## config.mk

```make
export PLATFORM = sky130hd
export DESIGN_NAME = traffic_phase_timer
export DESIGN_NICKNAME = d
export VERILOG_FILES = /design/src/rtl/traffic_phase_timer.sv
export SDC_FILE = /design/constraint.sdc
export NUM_CORES = 1
export LEC_CHECK = 0
export ABC_AREA = 1
export CAP_MARGIN = 20
export CORE_MARGIN = 2
export CORE_UTILIZATION = 49
export DETAILED_ROUTE_END_ITERATION = 8
export GPL_TIMING_DRIVEN = 0
export MAX_ROUTING_LAYER = met4
export PLACE_DENSITY = 0.76
export SETUP_SLACK_MARGIN = 0.1
export SLEW_MARGIN = 25
export SYNTH_ARGS = -nofsm -noshare
export SYNTH_HDL_FRONTEND = slang
export SYNTH_SLANG_ARGS = --single-unit
```

## constraint.sdc

```tcl
create_clock -name clk -period 2.94 [get_ports clk]
set_clock_uncertainty 0.1 [all_clocks]
set_input_delay 0.588 -clock clk [delete_from_list [all_inputs] [get_ports clk]]
set_output_delay 0.588 -clock clk [all_outputs]
set_load 0.01 [all_outputs]
```

## src/rtl/traffic_phase_timer.sv

```systemverilog
// traffic_phase_timer: round-robin GREEN/YELLOW/ALL_RED sequencer with a
// tick-driven phase counter, shadowed durations and an emergency hold.
module traffic_phase_timer #(
  parameter int WIDTH      = 8,
  parameter int NUM_DIR    = 2,
  parameter int DIR_W      = $clog2(NUM_DIR),
  parameter int GREEN_DEF  = 30,
  parameter int YELLOW_DEF = 3,
  parameter int ALLRED_DEF = 2
) (
  input  logic               clk,
  input  logic               rst,
  input  logic               tick,
  input  logic               cfg_load,
  input  logic [WIDTH-1:0]   green_time,
  input  logic [WIDTH-1:0]   yellow_time,
  input  logic [WIDTH-1:0]   allred_time,
  input  logic               preempt,
  output logic [NUM_DIR-1:0] green,
  output logic [NUM_DIR-1:0] yellow,
  output logic [NUM_DIR-1:0] red,
  output logic [DIR_W-1:0]   dir_idx,
  output logic [WIDTH-1:0]   count,
  output logic               phase_done
);

  localparam logic [1:0] S_GREEN  = 2'd0;
  localparam logic [1:0] S_YELLOW = 2'd1;
  localparam logic [1:0] S_ALLRED = 2'd2;
  localparam logic [1:0] S_HOLD   = 2'd3;

  localparam logic [WIDTH-1:0] G_RST = WIDTH'(GREEN_DEF);
  localparam logic [WIDTH-1:0] Y_RST = WIDTH'(YELLOW_DEF);
  localparam logic [WIDTH-1:0] A_RST = WIDTH'(ALLRED_DEF);
  localparam logic [DIR_W-1:0] DIR_LAST = DIR_W'(NUM_DIR - 1);

  logic [1:0]       state;
  logic [1:0]       state_nxt;
  logic [WIDTH-1:0] count_nxt;
  logic [DIR_W-1:0] dir_nxt;

  logic [WIDTH-1:0] g_act;
  logic [WIDTH-1:0] y_act;
  logic [WIDTH-1:0] a_act;
  logic [WIDTH-1:0] g_sh;
  logic [WIDTH-1:0] y_sh;
  logic [WIDTH-1:0] a_sh;
  logic [WIDTH-1:0] g_new;
  logic [WIDTH-1:0] y_new;
  logic [WIDTH-1:0] a_new;

  logic [WIDTH-1:0] lim;
  logic [WIDTH-1:0] last;
  logic             terminal;
  logic             adv;
  logic             enter_green;

  always_comb begin
    unique case (state)
      S_GREEN:  lim = g_act;
      S_YELLOW: lim = y_act;
      default:  lim = a_act;
    endcase
  end

  // a zero duration behaves as a one-tick phase
  assign last     = (lim == '0) ? '0 : lim - WIDTH'(1);
  assign terminal = (count == last);
  assign adv      = tick & terminal;

  always_comb begin
    state_nxt = state;
    count_nxt = count;
    dir_nxt   = dir_idx;
    unique case (state)
      S_GREEN: begin
        if (preempt || adv) begin
          state_nxt = S_YELLOW;
          count_nxt = '0;
        end else if (tick) begin
          count_nxt = count + WIDTH'(1);
        end
      end
      S_YELLOW: begin
        if (adv) begin
          state_nxt = S_ALLRED;
          count_nxt = '0;
        end else if (tick) begin
          count_nxt = count + WIDTH'(1);
        end
      end
      S_ALLRED: begin
        if (adv) begin
          state_nxt = preempt ? S_HOLD : S_GREEN;
          count_nxt = '0;
          dir_nxt   = (dir_idx == DIR_LAST) ? '0
                    : dir_idx + DIR_W'(1);
        end else if (tick) begin
          count_nxt = count + WIDTH'(1);
        end
      end
      default: begin
        count_nxt = '0;
        if (!preempt) state_nxt = S_GREEN;
      end
    endcase
  end

  // a load coincident with green entry must take effect at once
  assign g_new = cfg_load ? green_time  : g_sh;
  assign y_new = cfg_load ? yellow_time : y_sh;
  assign a_new = cfg_load ? allred_time : a_sh;

  assign enter_green = (state_nxt == S_GREEN)
                     && (state != S_GREEN);

  always_ff @(posedge clk) begin
    if (rst) begin
      state      <= S_GREEN;
      count      <= '0;
      dir_idx    <= '0;
      phase_done <= 1'b0;
      g_sh       <= G_RST;
      y_sh       <= Y_RST;
      a_sh       <= A_RST;
      g_act      <= G_RST;
      y_act      <= Y_RST;
      a_act      <= A_RST;
    end else begin
      state      <= state_nxt;
      count      <= count_nxt;
      dir_idx    <= dir_nxt;
      phase_done <= (state_nxt != state);
      g_sh       <= g_new;
      y_sh       <= y_new;
      a_sh       <= a_new;
      if (enter_green) begin
        g_act <= g_new;
        y_act <= y_new;
        a_act <= a_new;
      end
    end
  end

  always_comb begin
    green  = '0;
    yellow = '0;
    unique case (1'b1)
      state == S_GREEN:  green[dir_idx]  = 1'b1;
      state == S_YELLOW: yellow[dir_idx] = 1'b1;
      default: ;
    endcase
    red = ~(green | yellow);
  end

endmodule

```

-- Word level (Yosys, flattened, before mapping)
Cells that the tools add are included.
- add/subtract/negate cells: 3
- multipliers: 0
- divide/modulo/power cells: 0
- order comparisons: 2
- equal/unequal tests: 4
- shift operators: 0
- muxes and demuxes: 20
- bitwise operators: 3
- reductions and logical operators: 9
- operators with widths (kind ; number):
    $mux W8 ; 7
    $pmux W8 S2 ; 2
    $mux W2 ; 7
    $add A8 B1 Y8 const B ; 1
    $eq A8 B8 Y1 ; 1
    $logic_not A8 Y1 ; 1
    $sub A8 B1 Y8 const B ; 1
    $pmux W2 S3 ; 1
    $logic_not A2 Y1 ; 2
    $eq A2 B1 Y1 const B ; 1
    $eq A2 B2 Y1 const B ; 1
    $logic_and A1 B1 Y1 ; 2
    $lt A1 B2 Y1 const B ; 1
    $mux W1 ; 2
    $ne A2 B2 Y1 ; 1
    $not A2 Y2 ; 1
    $or A2 B2 Y2 ; 1
    $reduce_and A2 Y1 ; 1
    $reduce_bool A2 Y1 ; 1
    $reduce_or A2 Y1 ; 1
    $add A1 B1 Y1 const B ; 1
    $and A1 B1 Y1 ; 1
    $demux W1 S1 ; 1
    $ge A1 B1 Y1 const B ; 1
    $logic_or A1 B1 Y1 ; 1
- flip-flop bits (word level): 60
- bits in latches: 0
- memory bits (writable): 0
- memory bits (read-only): 0
- bits of input ports: 29
- memories: 0

-- Depth between registers and ports, before layout
Gate-level depths: netlist of the first run.
- word-level depth: 11
- depth in mapped cells: 26
- gate-level depth less buffers: 25

-- Worst setup path before layout of the first run
OpenSTA, ideal clock, no wires.
- path kind: register to register
- start point: register state[0]
- end point: register a_act[2]
- setup time: 0.113 ns
- arrival: 3.047 ns
- required time: 2.727 ns
- path slack: -0.320 ns
- cell stages (with the launch flop): 26
- path buffers: 2
- cell sequence: dfxtp_1 inv_1 ha_1 nor2_2 buf_6 nand2_1 nand3_1 inv_2 ha_1 nand3_1 nor2_1 nand2_1 nand2_1 o21ai_1 nand2_1 nand2_1 nor2_2 nand3_2 nand3_1 nand2_1 nand3_2 a21oi_4 buf_2 nand3_1 nand2_1 nor2_1
- longest elaborated chain between the ends: 11
- RTL lines (what ; RTL line ; source):
    start: declaration ; 37 ; logic [1:0] state;
    start signal: assignment ; 130 ; state <= state_nxt;
    $eq A2 B1 Y1 or $logic_not A2 Y1 (tied branches) ; 59, 75 ;
    $pmux W8 S2 ; 59 ; unique case (state)
    $sub A8 B1 Y8 or $logic_not A8 Y1 (tied branches) ; 67 ; assign last = (lim == '0) ? '0 : lim - WIDTH'(1);
    $mux W8 ; 67 ;
    $eq A8 B8 Y1 ; 68 ; assign terminal = (count == last);
    $and A1 B1 Y1 ; 69 ; assign adv = tick & terminal;
    $logic_or A1 B1 Y1 ; 77 ; if (preempt || adv) begin
    $mux W2 ; 77 ;
    $pmux W2 S3 ; 75 ; unique case (state)
    $logic_not A2 Y1 ; 114 ; assign enter_green = (state_nxt == S_GREEN)
    $logic_and A1 B1 Y1 (*) ; 115 ; && (state != S_GREEN);
    end signal: assignment ; 140 ; a_act <= a_new;
    end: declaration ; 44 ; logic [WIDTH-1:0] a_act;
Mark *: on every way between the ends. The rest lies on a longest branch, timed or not.
A chain may end at the register's enable or synchronous reset.

-- Worst setup path after layout of the first run
- start point: register state[0]
- end point: register a_act[6]
The elaborated chain is that of the path after synthesis.

==> summary.txt, run 1 <==
Run status
  – Run status: finished with violations
  – Failing checks: negative setup slack

Timing
  – Post-layout min period: 3.280 ns
  – Slew HR: 0.5719
  – Highest clock frequency the design can meet: 0.3049 GHz
  – Final critical-path setup slack: -0.3401 ns
  – Final count of negative-setup-slack endpoints: 27
  – RSZ-0062 raised after global routing: true
  – Minimum hold slack: approximately 0.36 ns
  – Setup Total Neg Slack: -8.068 ns
  – Fin. max-slew vios: 0
  – Final period util: 1.116
  – Final hold violations: 0
  – Slew at the pin closest to its max-slew limit: approximately 0.64 ns

Clocking
  – H-tree level count: 3
  – Number of clock buffers inserted by TritonCTS: 9
  – Hold-fix buffers, CTS: 0
  – Clock transition at the register clock pins on the worst setup and hold paths after CTS: 0.07 ns
  – CTS max path bufs: 2
  – Clock latency on the worst-skew pair: roughly 0.34 ns
  – Root buffer selected by CTS: sky130_fd_sc_hd__clkbuf_8
  – Clock tree from TritonCTS: built
  – Number of clock sinks seen by CTS: 60

Cells and area
  – Area delta synth->final: 45.02%
  – Final core utilization: 0.7350
  – Count of antenna diodes in the layout: 0
  – Most frequent cells in the layout: 114 x sky130_fd_sc_hd__nand2_1, 60 x sky130_fd_sc_hd__nor2_1, 58 x sky130_fd_sc_hd__dfxtp_1
  – Design Area, Final: between 4000 and 5000 um^2
  – Layout cells sized above 1: 0.2798
  – Net count of the finished layout: ~590
  – Filler-free cell count of the finished design: ~630
  – Most common cell after layout, fill and taps aside: sky130_fd_sc_hd__nand2_1

Yosys
  – Cell variety after synth: 31
  – Proportion of synthesized chip area in sequential cells: 0.3733
  – Portion of synthesized cell area occupied by the leading cell type: 0.3733
  – Adder-cell share of the synthesized area: 0.02722
  – Main combinational cell family by area after synthesis: simple AND/OR/NAND/NOR gates
  – Flop and latch count out of synthesis: 60
  – Fraction of the mapped netlist area in compound gates: 0.05054
  – Area of the mapped netlist: roughly 3200 um^2
  – Mapped Nets: ~500
  – Gate count of the mapped netlist: about 470
  – Total number of yosys warnings: 0
  – Yosys top cell by area: sky130_fd_sc_hd__dfxtp_1
  – Leading post-synthesis cells by cell area: sky130_fd_sc_hd__dfxtp_1 37%, sky130_fd_sc_hd__nand2_1 16%, sky130_fd_sc_hd__nand3_1 9.3%, sky130_fd_sc_hd__nor2_1 8.5%, sky130_fd_sc_hd__mux2i_1 5.3%
  – Fraction of synthesized area in multiplexers: 0.05288
  – Share of synthesized cell area in and, or, nand and nor gates: 0.4222
  – Synthesized-area fraction occupied by xor and xnor cells: 0.005443
  – Mapped Avg Cell Area: about 6.9 um^2

Floorplanning
  – Die W: 85.04 um
  – Starting density of the core: 0.5068
  – Die Span Y: between 80 and 90 um
  – # IOs: 45
  – # rows: 29
  – Die Footprint: between 7000 and 8000 um^2
  – Core outline area: 6350 um^2

Detailed routing
  – Vias/cell: between 5 and 6
  – Average wire per standard cell: 14.44 um
  – Number of DRC violations after detailed routing: 0
  – Total via count in the routed design: 3,425
  – Post-DRT Antenna Nets: 0
  – Total Routed Length: ~9100 um
  – DRC marker count from the first detailed-route iteration: around 210
  – First-pass iteration count of the detailed router: 5

Setup path
  – Sort of element at the start of the critical path: register
  – Critical-path top delay cell: sky130_fd_sc_hd__dfxtp_4
  – Critical path's largest stage delay: around 0.4 ns
  – Crit Path Class: reg -> reg
  – Crit path required time: a little over 3 ns
  – Number of buffer and inverter stages on the critical path: 4
  – Cell class contributing the biggest share of worst-path delay: simple AND/OR/NAND/NOR gates
  – Reg-to-reg endpoint: a_act[6]
  – Worst setup slack for register-to-register paths: -0.34 ns
  – Maximum net fanout on the critical path: 6
  – CP most frequent cell: sky130_fd_sc_hd__nand2_2
  – Category of the worst setup path capture point: register
  – Critical path arrival: 3.41 ns
  – Reg-to-Reg Start: state[0]
  – Logic depth of the worst register-to-register path: 24
  – Cells traversed along the worst timing path: inv_6 > ha_4 > buf_8 > nand2_4 > nand2_2 > a21oi_2 > buf_4 > ha_4 > nand2_4 > nor2_4 > nand2_4 > nand3_2 > nand2_1 > nand2_2 > nand2_2 > nor2_4 > nand4_1 > nand3_2 > nand3_4 > a21oi_4 > buf_6 > nand3_2 > nand2_2 > nor2_2

Global routing
  – Global-route wire length before repair: 14,430 um
  – Antenna violations before repair: 0
  – Global-route total usage across every layer: 0.2520
  – Largest net degree at the start of global routing: 11
  – Overall overflow remaining after global route: 0
  – Via count of the first global-routing pass: around 3,200

Power and ir drop
  – Pwr Density: 531.2 nW/um^2
  – Switching share of total power: 0.3239
  – VDD IR-drop max: 0.3729 mV
  – Part of the total power dissipated in the clock network: 0.337
  – Proportion of power drawn by combinational gates: 0.298
  – Switching power total: between 0.8 and 0.9 mW
  – Leak pwr: ~2.1 nW
  – Post-layout total power: ~2.5 mW
  – Part of the total power dissipated in sequential elements: 0.365
  – Internal power summed over all cells: 1.676 mW

Flow run
  – Count of maximum capacitance violations: 0

Hold path
  – Worst-case hold path end point: g_sh[2]
  – Min-Delay Path Class: reg -> reg
  – Cell count of the worst hold path: 2
  – Hold Crit Start: g_sh[2]

Place
  – Port-buffer cells: between 40 and 50
  – Worst Setup Slack post-DPL: -0.4743 ns
  – Placed Instance Area: between 3000 and 4000 um^2
  – DP Wirelength: about 5600 um
  – Final weighted congestion of routability-driven global placement: just under 0.9
  – Inst Count DP: roughly 590
==> flip-flops by register name, summed over array words and instances (netlist names) <==
name	count
a_act	8
a_sh	8
count	8
g_act	8
g_sh	8
y_act	8
y_sh	8
state	2
dir_idx	1
phase_done	1
==> worst max-delay path by stage <==
stage | end | start | cells after the start | slack, ns
3_3_place_gp | g_act[3] | state[1] | 25 | -0.40
4_1_cts | a_act[7] | state[0] | 24 | -0.21
3_5_place_dp | a_act[7] | state[1] | 24 | -0.47
2_1_floorplan | g_act[5] | state[1] | 26 | -0.01
6_report | a_act[6] | state[0] | 24 | -0.34
5_1_grt | g_act[6] | state[0] | 25 | -0.52
==> power by group through the flow <==
stage	combinational, mW	sequential, mW	clock [mW]
after floorplan	0.387	0.912	0
after global placement	0.510	0.918	0
after detailed placement	0.521	0.920	0
after CTS	0.641	0.903	0.833
after global routing	0.800	0.910	0.887
final	0.738	0.905	0.836
==> cells by family (layout without fill, tap and decap cells) <==
kind of cell               Yosys count  count (layout)
and+or+nand+nor                    306             307
DFF                                 60              60
buffers and inverters               51             138
AOI/OAI and AO/OA                   23              23
muxes                               17              17
adders and majority gates            7               7
xor gates and xnor gates             2               2
==> layout make-up <==
class	count	area (um^2)
multi-input cells	356	2210
fillers	486	1683
flip-flops and latches	60	1209
repair buffers	72	674.4
inverters	36	150.1
clock buffers	11	141.4
plain buffers	15	112.6
well taps	77	96.34
clock inverters	4	73.82
==> synth_stat cells, drive strengths merged <==
library cell,n
ha,7
nand4,9
a211oi,4
dfxtp,60
xor2,2
clkinv,1
a21oi,11
inv,35
nand3,66
nor4,3
nand2,144
a2111oi,1
nor3,3
nor2,81
mux2i,17
clkbuf,6
buf,9
o21ai,7
==> worst register-to-register path, cell delays in order, from the launching register on <==
cell	delay, ns
sky130_fd_sc_hd__dfxtp_4	0.40
sky130_fd_sc_hd__inv_6	0.04
sky130_fd_sc_hd__ha_4	0.17
sky130_fd_sc_hd__buf_8	0.13
sky130_fd_sc_hd__nand2_4	0.05
sky130_fd_sc_hd__nand2_2	0.06
sky130_fd_sc_hd__a21oi_2	0.13
sky130_fd_sc_hd__buf_4	0.14
sky130_fd_sc_hd__ha_4	0.14
sky130_fd_sc_hd__nand2_4	0.06
sky130_fd_sc_hd__nor2_4	0.17
sky130_fd_sc_hd__nand2_4	0.12
sky130_fd_sc_hd__nand3_2	0.08
sky130_fd_sc_hd__nand2_1	0.06
sky130_fd_sc_hd__nand2_2	0.09
sky130_fd_sc_hd__nand2_2	0.08
sky130_fd_sc_hd__nor2_4	0.13
sky130_fd_sc_hd__nand4_1	0.14
sky130_fd_sc_hd__nand3_2	0.12
sky130_fd_sc_hd__nand3_4	0.10
sky130_fd_sc_hd__a21oi_4	0.27
sky130_fd_sc_hd__buf_6	0.19
sky130_fd_sc_hd__nand3_2	0.07
sky130_fd_sc_hd__nand2_2	0.07
sky130_fd_sc_hd__nor2_2	0.05
==> routing by layer <==
| metal | GRT usage | wire [um] | up-vias | share of wire |
|---|---|---|---|---|
| met3 | 0.04183 | 420 | 29 | 0.046 |
| li1 | - | - | 1673 | - |
| met4 | 0.07648 | 200 | 0 | 0.022 |
| met2 | 0.4325 | 4602 | 109 | 0.51 |
| met5 | - | 0 | - | 0 |
| met1 | 0.3025 | 3887 | 1614 | 0.43 |
==> repair_timing <==
action / 4_1_cts / 5_1_grt
pin swaps: 35 / 23
resized for setup: 47 / 51
endpoints found under the setup margin: 35 / 35
cloned: 4 / 0
setup buffers: 22 / 5
Power figures use the tool's default switching activity.
==> run 2: changes to the inputs <==
HOLD_SLACK_MARGIN = 0.03   (was not set)
==> results of run 2 <==
The final DEF is identical to that of run 1; final timing and power are the same.
==> run 3: changes to the inputs <==
PLACE_DENSITY = not set   (was 0.76)
PLACE_DENSITY_LB_ADDON = 0.3   (was not set)
==> summary.txt, run 3 (synthesized netlist as in run 1, its figures left out) <==
Run status
  – Run status: finished with violations
  – Failing checks: negative setup slack

Global routing
  – Global-route wire length before repair: between 15,000 and 20,000 um
  – Global routing's busiest layer: met2
  – Met3 layer usage reported by global route: 0.05837
  – GRT met2 Usage: 0.4631
  – Antenna violations before repair: 0
  – Global-route total usage across every layer: 0.2692
  – Via count of the first global-routing pass: roughly 3,500
  – Overall overflow remaining after global route: 0
  – Met1 track utilization from global routing: 0.3037
  – Largest net degree at the start of global routing: 11

Place
  – Final weighted congestion of routability-driven global placement: 0.8706
  – DP Wirelength: 5751 um
  – Placed Instance Area: just under 4000 um^2
  – Port-buffer cells: 43
  – Inst Count DP: 586

Power and ir drop
  – Pwr Density: 508.3 nW/um^2
  – VDD IR-drop max: between 0.3 and 0.4 mV
  – Leak pwr: about 2.1 nW

Clocking
  – Clock transition at the register clock pins on the worst setup and hold paths after CTS: around 0.070 ns
  – Number of clock sinks seen by CTS: 60
  – Clock tree from TritonCTS: built
  – Hold-fix buffers, CTS: 0
  – Root buffer selected by CTS: sky130_fd_sc_hd__clkbuf_8
  – Clock latency on the worst-skew pair: between 0.3 and 0.4 ns
  – Number of clock buffers inserted by TritonCTS: 9
  – H-tree level count: 3
  – CTS max path bufs: 2

Floorplanning
  – Core outline area: 6350 um^2
  – # rows: 29
  – # IOs: between 40 and 50
  – Die W: 85.04 um
  – Die Footprint: around 7200 um^2
  – Starting density of the core: 0.5068
  – Die Span Y: approximately 85 um

Hold path
  – Hold Crit Start: g_sh[1]
  – Worst-case hold path end point: g_sh[1]
  – Cell count of the worst hold path: 2
  – Min-Delay Path Class: reg -> reg

Setup path
  – Logic depth of the worst register-to-register path: 23
  – Critical path arrival: roughly 3.6 ns
  – Reg-to-Reg Start: state[1]
  – Maximum net fanout on the critical path: 6
  – Reg-to-reg endpoint: y_act[3]
  – Cells traversed along the worst timing path: inv_4 > ha_4 > nor2_4 > buf_6 > buf_4 > a21oi_2 > nand2_1 > nor2_1 > nand2_1 > nand2_1 > nand4_1 > nand2_2 > nor2_4 > nand3_4 > nand3_1 > nand2_1 > nand3_4 > nand2_2 > nand2_4 > nor2_4 > buf_6 > nor2_1 > nor2_1
  – Worst setup slack for register-to-register paths: -0.45 ns
  – Critical-path top delay cell: sky130_fd_sc_hd__dfxtp_4
  – Crit path required time: ~3.1 ns
  – CP most frequent cell: sky130_fd_sc_hd__nand2_1
  – Sort of element at the start of the critical path: register
  – Critical path's largest stage delay: between 0.3 and 0.4 ns
  – Category of the worst setup path capture point: register
  – Crit Path Class: reg -> reg

Cells and area
  – Final core utilization: 0.7452
  – Design Area, Final: 4732 um^2
  – Area delta synth->final: 47.05%
  – Total area of sequential cells: 1209 um^2
  – Most frequent cells in the layout: 103 x sky130_fd_sc_hd__nand2_1, 58 x sky130_fd_sc_hd__dfxtp_1, 56 x sky130_fd_sc_hd__nor2_1
  – Multi-input gate area: 2257 um^2
  – Filler-free cell count of the finished design: ~640
  – Layout filler cell count: roughly 450
  – Count of antenna diodes in the layout: 0
  – Layout cells sized above 1: 0.3047
  – Net count of the finished layout: 590
  – Most common cell after layout, fill and taps aside: sky130_fd_sc_hd__nand2_1

Detailed routing
  – Average wire per standard cell: 15.01 um
  – Vias/cell: between 5 and 6
  – Post-DRT Antenna Nets: 0
  – Number of DRC violations after detailed routing: 0
  – Total Routed Length: about 9500 um
  – First-pass iteration count of the detailed router: 5
  – DRC marker count from the first detailed-route iteration: 169
  – Total via count in the routed design: 3,489

Flow run
  – Count of maximum capacitance violations: 0

Timing
  – Final period util: 1.152
  – Final hold violations: 0
  – Fin. max-slew vios: 0
  – Highest clock frequency the design can meet: between 0.2 and 0.3 GHz
  – RSZ-0062 raised after global routing: true
  – Setup Total Neg Slack: -10.33 ns
  – Final count of negative-setup-slack endpoints: 27
  – Post-layout min period: roughly 3.4 ns
  – Minimum hold slack: roughly 0.36 ns
  – Slew at the pin closest to its max-slew limit: about 0.65 ns
  – Final critical-path setup slack: -0.4468 ns
  – Slew HR: 0.5661
## run 3: cell types whose count changed in the layout (fill, tap and decap cells not counted), moves of 3 or more
cell / delta
sky130_fd_sc_hd__nor2_2: +4
sky130_fd_sc_hd__nand2_2: +8
sky130_fd_sc_hd__nor2_1: -4
sky130_fd_sc_hd__nand2_1: -11
sky130_fd_sc_hd__nand2_4: +3
sky130_fd_sc_hd__nand3_2: -4
## run 3: how the worst max path moves through the flow
stage	startpoint	slack (ns)	cells after the start	end
2_1_floorplan	state[1]	-0.01	26	g_act[5]
3_3_place_gp	state[1]	-0.40	25	y_act[1]
3_5_place_dp	state[1]	-0.49	25	g_act[3]
4_1_cts	state[0]	-0.22	24	g_act[0]
5_1_grt	state[1]	-0.66	26	y_act[3]
6_report	state[1]	-0.45	23	y_act[3]
## run 3: where the power goes
group	internal, mW	switching [mW]
registers	0.869	0.0386
logic	0.330	0.443
clock network	0.374	0.350
total	1.57	0.831
## run 3: through the flow
stage	power (mW)	setup WS, ns
after floorplan	1.299	-0.01084
after global placement	1.428	-0.4026
after detailed placement	1.443	-0.4879
after CTS	2.298	-0.2172
after global routing	2.509	-0.6626
final	2.405	-0.4468
## run 3: worst max-delay path, delay by kind of cell, from the launching register on
family | cells | cell delay (ns)
flops | 1 | 0.36
compound gates | 1 | 0.20
buf+inv | 4 | 0.54
fa+ha+maj | 1 | 0.18
simple gates | 17 | 1.95
## run 3: cell type report
cell class	count	area share
Buffer	15	0.02565
Clock buffer	12	0.03517
Clock inverter	3	0.004231
Inverter	36	0.03173
Multi-Input combinational cell	357	0.4770
Sequential cell	60	0.2554
Tap cell	77	0.02036
Timing Repair Buffer	75	0.1504
## run 3: metal layers
metal  up-vias  wire length [um]
met5         -                 0
met3        34               470
met4         0               289
met1      1658              3927
li1       1688                 -
met2       109              4845
## run 3: what timing repair did
action                                  4_1_cts  5_1_grt
resized for setup                            60       55
buffers inserted                             24        5
pin swaps                                    40       32
endpoints found under the setup margin       35       36
cloned                                        5        0
hold endpoints to repair                      0        0
